## src/rtl/udp_pkg.sv

```systemverilog
// Shared types and constants for the UDP transmit scheduler.
// Header layout is {src, dst, udp_length, csum}, MSB first.
package udp_pkg;

  typedef enum logic [1:0] {
    ST_IDLE = 2'd0,
    ST_HDR  = 2'd1,
    ST_PAY  = 2'd2
  } state_e;

  localparam int UDP_HDR_BYTES = 8;
  localparam int BEAT_BYTES    = 8;

  localparam int SRC_LSB  = 48;
  localparam int DST_LSB  = 32;
  localparam int LEN_LSB  = 16;
  localparam int CSUM_LSB = 0;

  typedef struct packed {
    logic [15:0] src;
    logic [15:0] dst;
    logic [15:0] len;
    logic [15:0] csum;
  } udp_req_t;

endpackage

```

## src/rtl/udp_hdr_pack.sv

```systemverilog
// Packs latched request fields into the 64-bit UDP header word
// and derives the payload beat count.
module udp_hdr_pack
  import udp_pkg::*;
(
  input  udp_req_t    req,
  output logic [63:0] hdr_word,
  output logic [15:0] beats
);

  logic [16:0] len_rnd;

  // 17 bits so a 0xFFFF length cannot wrap before the shift
  assign len_rnd = {1'b0, req.len} + 17'(BEAT_BYTES - 1);
  assign beats   = 16'(len_rnd >> $clog2(BEAT_BYTES));

  always_comb begin
    hdr_word = '0;
    hdr_word[SRC_LSB  +: 16] = req.src;
    hdr_word[DST_LSB  +: 16] = req.dst;
    hdr_word[LEN_LSB  +: 16] = req.len + 16'(UDP_HDR_BYTES);
    hdr_word[CSUM_LSB +: 16] = req.csum;
  end

endmodule

```

## src/rtl/udp_tx_scheduler.sv

```systemverilog
// Two-requester round-robin UDP header/payload scheduler.
// Oversize requests are consumed and flagged on err_len.
module udp_tx_scheduler
  import udp_pkg::*;
#(
  parameter logic [15:0] MAX_LEN = 16'd65527
) (
  input  logic        clk,
  input  logic        rst,
  input  logic        req0_valid,
  output logic        req0_ready,
  input  logic [15:0] req0_src,
  input  logic [15:0] req0_dst,
  input  logic [15:0] req0_len,
  input  logic [15:0] req0_csum,
  input  logic        req1_valid,
  output logic        req1_ready,
  input  logic [15:0] req1_src,
  input  logic [15:0] req1_dst,
  input  logic [15:0] req1_len,
  input  logic [15:0] req1_csum,
  output logic        hdr_valid,
  input  logic        hdr_ready,
  output logic [63:0] hdr_data,
  output logic        hdr_sel,
  input  logic        pay_beat,
  output logic        pay_active,
  output logic        pay_last,
  output logic        err_len
);

  state_e      state_q, state_d;
  logic        ptr_q, ptr_d;
  udp_req_t    fld_q, fld_d;
  logic        sel_q, sel_d;
  logic [15:0] cnt_q, cnt_d;
  logic        err_q, err_d;

  logic        gnt;
  logic        accept;
  udp_req_t    req_mux;
  logic [63:0] hdr_word;
  logic [15:0] beats;

  // ptr_q == 0 favours req0 when both are pending
  assign gnt    = (req0_valid & req1_valid) ? ptr_q : req1_valid;
  assign accept = rst & (req0_valid | req1_valid)
                & (state_q == ST_IDLE);

  assign req0_ready = accept & ~gnt;
  assign req1_ready = accept & gnt;

  assign req_mux = gnt
    ? '{req1_src, req1_dst, req1_len, req1_csum}
    : '{req0_src, req0_dst, req0_len, req0_csum};

  udp_hdr_pack u_pack (
    .req      (fld_q),
    .hdr_word (hdr_word),
    .beats    (beats)
  );

  assign hdr_valid  = (state_q == ST_HDR);
  assign hdr_data   = hdr_valid ? hdr_word : '0;
  assign hdr_sel    = sel_q;
  assign pay_active = (state_q == ST_PAY);
  assign pay_last   = pay_active & (cnt_q == 16'd1);
  assign err_len    = err_q;

  always_comb begin
    state_d = state_q;
    ptr_d   = ptr_q;
    fld_d   = fld_q;
    sel_d   = sel_q;
    cnt_d   = cnt_q;
    err_d   = 1'b0;
    unique case (state_q)
      ST_IDLE: begin
        if (accept) begin
          fld_d = req_mux;
          sel_d = gnt;
          ptr_d = ~gnt;
          if (req_mux.len > MAX_LEN) begin
            err_d = 1'b1;
          end else begin
            state_d = ST_HDR;
          end
        end
      end
      ST_HDR: begin
        if (hdr_ready) begin
          if (fld_q.len == 16'd0) begin
            state_d = ST_IDLE;
          end else begin
            state_d = ST_PAY;
            cnt_d   = beats;
          end
        end
      end
      ST_PAY: begin
        if (pay_beat) begin
          cnt_d = cnt_q - 16'd1;
          if (cnt_q == 16'd1) state_d = ST_IDLE;
        end
      end
      default: state_d = ST_IDLE;
    endcase
  end

  always_ff @(posedge clk or negedge rst) begin
    if (!rst) begin
      state_q <= ST_IDLE;
      ptr_q   <= 1'b0;
      fld_q   <= '0;
      sel_q   <= 1'b0;
      cnt_q   <= '0;
      err_q   <= 1'b0;
    end else begin
      state_q <= state_d;
      ptr_q   <= ptr_d;
      fld_q   <= fld_d;
      sel_q   <= sel_d;
      cnt_q   <= cnt_d;
      err_q   <= err_d;
    end
  end

endmodule

```

## config.mk

```make
export PLATFORM = sky130hd
export DESIGN_NAME = udp_tx_scheduler
export DESIGN_NICKNAME = d
export VERILOG_FILES = /design/src/rtl/udp_pkg.sv /design/src/rtl/udp_hdr_pack.sv /design/src/rtl/udp_tx_scheduler.sv
export SDC_FILE = /design/constraint.sdc
export NUM_CORES = 1
export LEC_CHECK = 0
export BUFFER_PORTS_ARGS = -buffer_cell sky130_fd_sc_hd__buf_2
export CAP_MARGIN = 20
export CORE_ASPECT_RATIO = 1.1
export CORE_MARGIN = 1
export CORE_UTILIZATION = 49
export DETAILED_ROUTE_END_ITERATION = 10
export GPL_TIMING_DRIVEN = 0
export HOLD_SLACK_MARGIN = 0.12
export PLACE_DENSITY = 0.84
export SYNTH_ARGS = -nofsm -noshare
export SYNTH_HDL_FRONTEND = slang
export SYNTH_SLANG_ARGS = --single-unit
```

## constraint.sdc

```tcl
create_clock -name clk -period 2.4 [get_ports clk]
set_input_delay 0.48 -clock clk [delete_from_list [all_inputs] [get_ports clk]]
set_output_delay 0.48 -clock clk [all_outputs]
set_load 0.1 [all_outputs]
```

==> results of run 1 <==
-- registers in the layout, summed over array words and instances (netlist names) --
register and count:
cnt_q 16, err_len 1, fld_q 64, hdr_sel 1, ptr_q 1, state_q 2
-- logic make-up after synthesis --
| kind of cell | Yosys count | synth area share (%) |
|---|---|---|
| AOI/OAI and AO/OA | 128 | 14.3 |
| buffers and inverters | 57 | 4.99 |
| DFF | 85 | 41.4 |
| and+or+nand+nor | 227 | 22.6 |
| adders and majority gates | 3 | 0.730 |
| xor gates and xnor gates | 20 | 3.41 |
| muxes | 65 | 12.6 |
-- area by class of cell --
class / count / share of cell area, %
clock buffers: 12 / 2.21
repair buffers: 229 / 22.7
multi-input cells: 443 / 39.5
inverters: 10 / 0.536
flip-flops and latches: 85 / 28.5
plain buffers: 44 / 3.45
clock inverters: 4 / 0.737
well taps: 140 / 2.34
diodes: 2 / 0.0670
-- per-layer routing --
| metal | part of all wire, % | vias to the layer above | GRT usage [%] | routed length [um] |
|---|---|---|---|---|
| met3 | 7.9 | 44 | 8.84 | 1430 |
| met5 | 0 | - | 0 | 0 |
| met2 | 52 | 249 | 59.4 | 9310 |
| met4 | 2.8 | 0 | 11.7 | 498 |
| met1 | 37 | 2699 | 37.6 | 6720 |
| li1 | - | 2508 | - | - |
-- stage by stage --
stage	setup slack [ns]	util (%)	setup TNS (ns)	power [mW]	hold slack, ns
after CTS	-0.0538	71.0	-0.0762	8.99	0.218
after floorplan	-0.302	-	-1.22	6.32	0.184
final	-0.0860	74.5	-0.0860	9.35	0.208
after global routing	-0.122	74.5	-0.309	9.83	0.219
after detailed placement	-0.443	64.1	-1.69	7.45	0.350
after global placement	-1.52	63.8	-69.92	7.28	0.454
-- path summary, 6_finish.rpt --
kind                                                to  slack, ns                   from
worst max-delay path                      hdr_data[27]      -0.09  fld_q[22]$_DFFE_PN0P_
worst min-delay path              fld_q[6]$_DFFE_PN0P_       0.21                    rst
worst max register to register   cnt_q[14]$_DFFE_PN0P_       0.22   cnt_q[0]$_DFFE_PN0P_
worst min register to register   fld_q[33]$_DFFE_PN0P_       0.48  fld_q[33]$_DFFE_PN0P_
max in group asynchronous         cnt_q[9]$_DFFE_PN0P_       1.31                    rst
min in group clk                state_q[0]$_DFFE_PN0P_       0.38              hdr_ready
-- cells in the mapped netlist (4+ instances only) --
master | instances | area, um^2
nand2_1 | 84 | 315
nand4_1 | 7 | 43.8
and2_1 | 53 | 332
nor4_1 | 10 | 62.6
o21ai_0 | 87 | 435
mux2i_1 | 65 | 651
nand3_1 | 12 | 60.1
inv_1 | 10 | 37.5
or3_1 | 4 | 25.0
xor2_1 | 9 | 78.8
dfrtp_1 | 85 | 2130
buf_2 | 13 | 65.1
clkbuf_1 | 27 | 101
nor2_1 | 30 | 113
xnor2_1 | 11 | 96.3
nor3_1 | 12 | 60.1
a21oi_1 | 13 | 65.1
-- critical path, cell delays in order (launching register included) --
cell     delay (ns)
dfrtp_1        0.37
buf_6          0.11
nand4_1        0.21
buf_4          0.22
or3_4          0.34
a21oi_4        0.19
buf_12         0.19
-- placed cells by master (no fill, tap or decap), types with 3 or more instances in the layout --
master,instances
a21oi_1,12
a22o_1,3
and2_1,43
and2_2,10
buf_1,3
buf_12,9
buf_2,145
buf_4,37
buf_6,49
clkbuf_1,17
clkbuf_2,4
clkbuf_4,5
clkbuf_8,12
dfrtp_1,84
inv_1,9
mux2i_1,65
nand2_1,82
nand3_1,10
nand4_1,7
nor2_1,16
nor2_2,11
nor2_4,3
nor3_1,10
nor4_1,8
nor4_4,4
o21ai_0,86
o21ai_2,3
xnor2_1,10
xor2_1,8
-- timing repair --
item | in CTS | in global routing
gates resized for setup | 112 | 75
pin swaps | 5 | 12
hold buffers | 2 | 0
gates cloned | 1 | 0
hold endpoints to repair | 12 | 0
endpoints found under the setup margin | 68 | 60
setup buffers | 13 | 8
-- power breakdown --
group,switching [mW],total [mW],internal [mW]
clock network,0.555,1.13,0.570
registers,0.493,2.57,2.07
logic,3.85,5.66,1.81
==> qor.txt, run 1 <==
Core Area = 10000 um^2
Largest net degree at the start of global routing = 38
Final Hold Viols = 0
Max Freq = 402 MHz
Filler instances = 693
Post-Place Cells = 930
Final GP Congestion = 0.899
Clock Path Buffers = 2
Failing checks = setup timing
Peak supply drop = 0.000872 V
Distinct cells, synth = 49
Worst EP arrival = 2.01 ns
Multi-input gate area = 2950 um^2
Maxcap violations = 0
Yosys reg bits = 85
Slew @ Worst Pin = 0.733 ns
CTS tree = done
Placed Area = 6430 um^2
Power Density = 1250 nW/um^2
RSZ-0062 raised after global routing = yes
Synth Flop Type = dfrtp_1
Layout cells sized above 1 = 38.7%
Die height = 109 um
Worst Hold Class = in -> async
Mapped Area = 5140 um^2
Routed via count = 5500
Site Rows = 38
Startpoint Class = flop
Cells after Synth = 585
Detailed Route Iter0 Violations = 345
Async set-reset flop share out of synthesis = 100%
Type of the worst setup path = reg -> out
Htree depth = 3
DP Wirelength = 12.8 mm
Layout area overhead = 45.3%
Clock slew at reported path FFs = 0.10 ns
Relative slew margins = 51.1%
First-pass GRT wire length = 27.4 mm
CP endpoint kind = primary output
Count of boundary I/O pins = 205
R2R depth = 8
Register area share after synthesis = 41.4%
Global route overflow = 0
Initial antenna violation count = 1
Synth Area per Inst = 8.79 um^2
Reg area = 2130 um^2
1st-pass router iterations = 5
TritonCTS Buffers = 9
Mean routed wirelength per cell = 18.5 um
Final Critical Period = 2.49 ns
Buffers added on ports = 204
GR Util All Layers = 32.9%
Nets = 959
Vias in the first global route = 5419
Fin Clk Skew = 0.0100 ns
YS warnings = 0
Die ar. = 10900 um^2
Synthesized Nets = 722
Post-synth EDFFs = 0
Final Cycle Share = 104%
Count of final setup violators = 1
Routed Antenna Nets = 0
Starting density of the core = 51.3%
Static Leak = 3.68 nW
Via density per instance = 5.68
Worst Path Required = 1.92 ns
Fin cells = 969
Die Wd = 99.7 um
Final Slew Violations = 0
Design Area, Final = 7470 um^2
Root Driver = clkbuf_8
Final WL = 18.0 mm
Sink Count = 85
Worst-Skew Late Latency = 0.37 ns
CP max FO = 5
Setup slack after layout = -0.0860 ns
DRC = 0
Run status = finished with violations
Note: power is estimated with default switching activity, not from simulation.
==> run 2, diff against run 1 <==
--- a/config.mk
+++ b/config.mk
@@ -9,11 +9,11 @@
 export CAP_MARGIN = 20
 export CORE_ASPECT_RATIO = 1.1
 export CORE_MARGIN = 1
-export CORE_UTILIZATION = 49
+export CORE_UTILIZATION = 45
 export DETAILED_ROUTE_END_ITERATION = 10
 export GPL_TIMING_DRIVEN = 0
 export HOLD_SLACK_MARGIN = 0.12
-export PLACE_DENSITY = 0.84
+export PLACE_DENSITY = 0.81
 export SYNTH_ARGS = -nofsm -noshare
 export SYNTH_HDL_FRONTEND = slang
 export SYNTH_SLANG_ARGS = --single-unit
==> constraint.sdc (replaced) <==
create_clock -name clk -period 2.1 [get_ports clk]
set_input_delay 0.42 -clock clk [delete_from_list [all_inputs] [get_ports clk]]
set_output_delay 0.42 -clock clk [all_outputs]
set_load 0.1 [all_outputs]
==> run 2 against run 1 <==
- wire length grew 9.8%
- the run still ends with setup timing left
- highest routed layer unchanged
- design area grew 12%
- sequential share of layout area shrank 2.9 points
- critical endpoint is now hdr_data[31]
- non-clock buffer count grew 26
- sequential power grew 14%
- largest cell class unchanged
- clock power grew 38%
- clock-buffer cell count shrank 3
- die area grew 8.7%
==> qor.txt, run 2 (same netlist as run 1, synthesis figures left out) <==
Run status = finished with violations
Failing checks = setup timing
Max reg flops = 64
Die Wd = 104 um
Final Hold Viols = 0
Overall power = 12.1 mW
Type of the worst setup path = reg -> out
CP delay by family, top = simple AND/OR/NAND/NOR gates
Routed Antenna Nets = 0
Post-Place Cells = 937
Die ar. = 11900 um^2
Count of boundary I/O pins = 205
CP peak stage delay = 0.39 ns
Site Rows = 40
CP max FO = 6
Layout cells sized above 1 = 48.2%
Starting density of the core = 46.7%
Largest net degree at the start of global routing = 35
Startpoint Class = flop
Slew @ Worst Pin = 0.921 ns
Routed via count = 5757
Final core occ = 75.8%
Worst Hold Class = in -> async
Htree depth = 3
Via density per instance = 5.75
Setup slack after layout = -0.210 ns
Maxcap violations = 0
Final GP Congestion = 0.857
Total negative slack = -1.55 ns
Worst Path Required = 1.68 ns
Slowest library cell on the worst path = dfrtp_1
Clock Path Buffers = 2
Core Area = 11000 um^2
Mean routed wirelength per cell = 19.7 um
Layout area overhead = 62.2%
Relative slew margins = 38.4%
GR Util All Layers = 29.9%
Buffers added on ports = 204
Most frequent cells in the layout = buf_2, nand2_1, o21ai_0
Filler instances = 701
Vias in the first global route = 5532
Final WL = 19.7 mm
TritonCTS Buffers = 9
Final Critical Period = 2.31 ns
Final Slew Violations = 0
RSZ-0062 raised after global routing = yes
Max Freq = 433 MHz
Peak supply drop = 0.000919 V
CTS tree = done
Power Density = 1450 nW/um^2
Root Driver = clkbuf_16
Final Cycle Share = 110%
Nets = 985
DRC = 0
First-pass GRT wire length = 27.8 mm
Crit-path cells = buf_6, nand4_1, nor4_4, xnor2_2, nor2_4, buf_12
Worst-Skew Late Latency = 0.35 ns
Detailed Route Iter0 Violations = 330
Fin Clk Skew = 0.00785 ns
1st-pass router iterations = 5
Sink Count = 85
Initial antenna violation count = 1
Clock slew at reported path FFs = 0.07 ns
Hold Slack = 0.160 ns
Worst EP arrival = 1.89 ns
CP endpoint kind = primary output
Biggest register = fld_q
Static Leak = 3.99 nW
Count of final setup violators = 18
DP Wirelength = 11.9 mm
Most common cell after layout, fill and taps aside = buf_2
Buf+Inv Stages, Crit Path = 2
Largest registers = fld_q (64), cnt_q (16), state_q (2)
Global route overflow = 0
Die height = 114 um
Fin cells = 1002
==> run 2: worst paths after layout <==
kind / start / endpoint / slack (ns) / cells after the start
min in group clk: hdr_ready / state_q[0]$_DFFE_PN0P_ / 0.35 / 2
worst min-delay path: rst / fld_q[28]$_DFFE_PN0P_ / 0.16 / 2
worst min register to register: fld_q[10]$_DFFE_PN0P_ / fld_q[10]$_DFFE_PN0P_ / 0.47 / 2
worst max register to register: state_q[0]$_DFFE_PN0P_ / cnt_q[7]$_DFFE_PN0P_ / -0.09 / 8
max in group asynchronous: rst / cnt_q[0]$_DFFE_PN0P_ / 0.67 / 2
worst max-delay path: fld_q[25]$_DFFE_PN0P_ / hdr_data[31] / -0.21 / 6
==> run 2: timing repair <==
| action | in CTS | in global routing |
|---|---|---|
| hold endpoints to repair | 18 | 0 |
| pin swaps | 20 | 17 |
| cloned | 2 | 1 |
| buffers inserted | 24 | 20 |
| hold buffers | 2 | 0 |
| endpoints found under the setup margin | 71 | 71 |
| resized for setup | 223 | 84 |
==> run 2: report_power, final <==
part / internal (mW) / switching, mW / leakage [nW] / total (mW)
combinational: 2.73 / 4.85 / 2.80 / 7.58
sequential: 2.38 / 0.566 / 1.06 / 2.94
clock: 0.819 / 0.740 / 0.134 / 1.56
==> run 2: cell type report <==
cell class / instances / area [um^2] / share of cell area [%]
timing repair buffer: 254 / 2170 / 26.0
sequential: 85 / 2130 / 25.6
multi-input combinational: 443 / 3200 / 38.3
inverter: 10 / 45.0 / 0.540
clock buffer: 9 / 225 / 2.70
buffer: 45 / 329 / 3.95
clock inverter: 7 / 57.6 / 0.690
antenna: 2 / 5.00 / 0.0600
tap: 147 / 184 / 2.21
==> run 2: layer usage <==
metal	vias up	track usage (%)	part of all wire, %
li1	2560	-	-
met1	2830	34.2	37
met2	294	54.5	52
met3	73	6.89	7.0
met4	0	11.4	3.9
met5	-	0	0
==> run 2: stage by stage <==
| stage | worst slack (ns) | area (um^2) |
|---|---|---|
| floorplan | -0.257 | 5330 |
| global placement | -1.82 | 6540 |
| detailed placement | -0.655 | 6570 |
| CTS | -0.155 | 7880 |
| global route | -0.290 | 8340 |
| finish | -0.210 | 8340 |
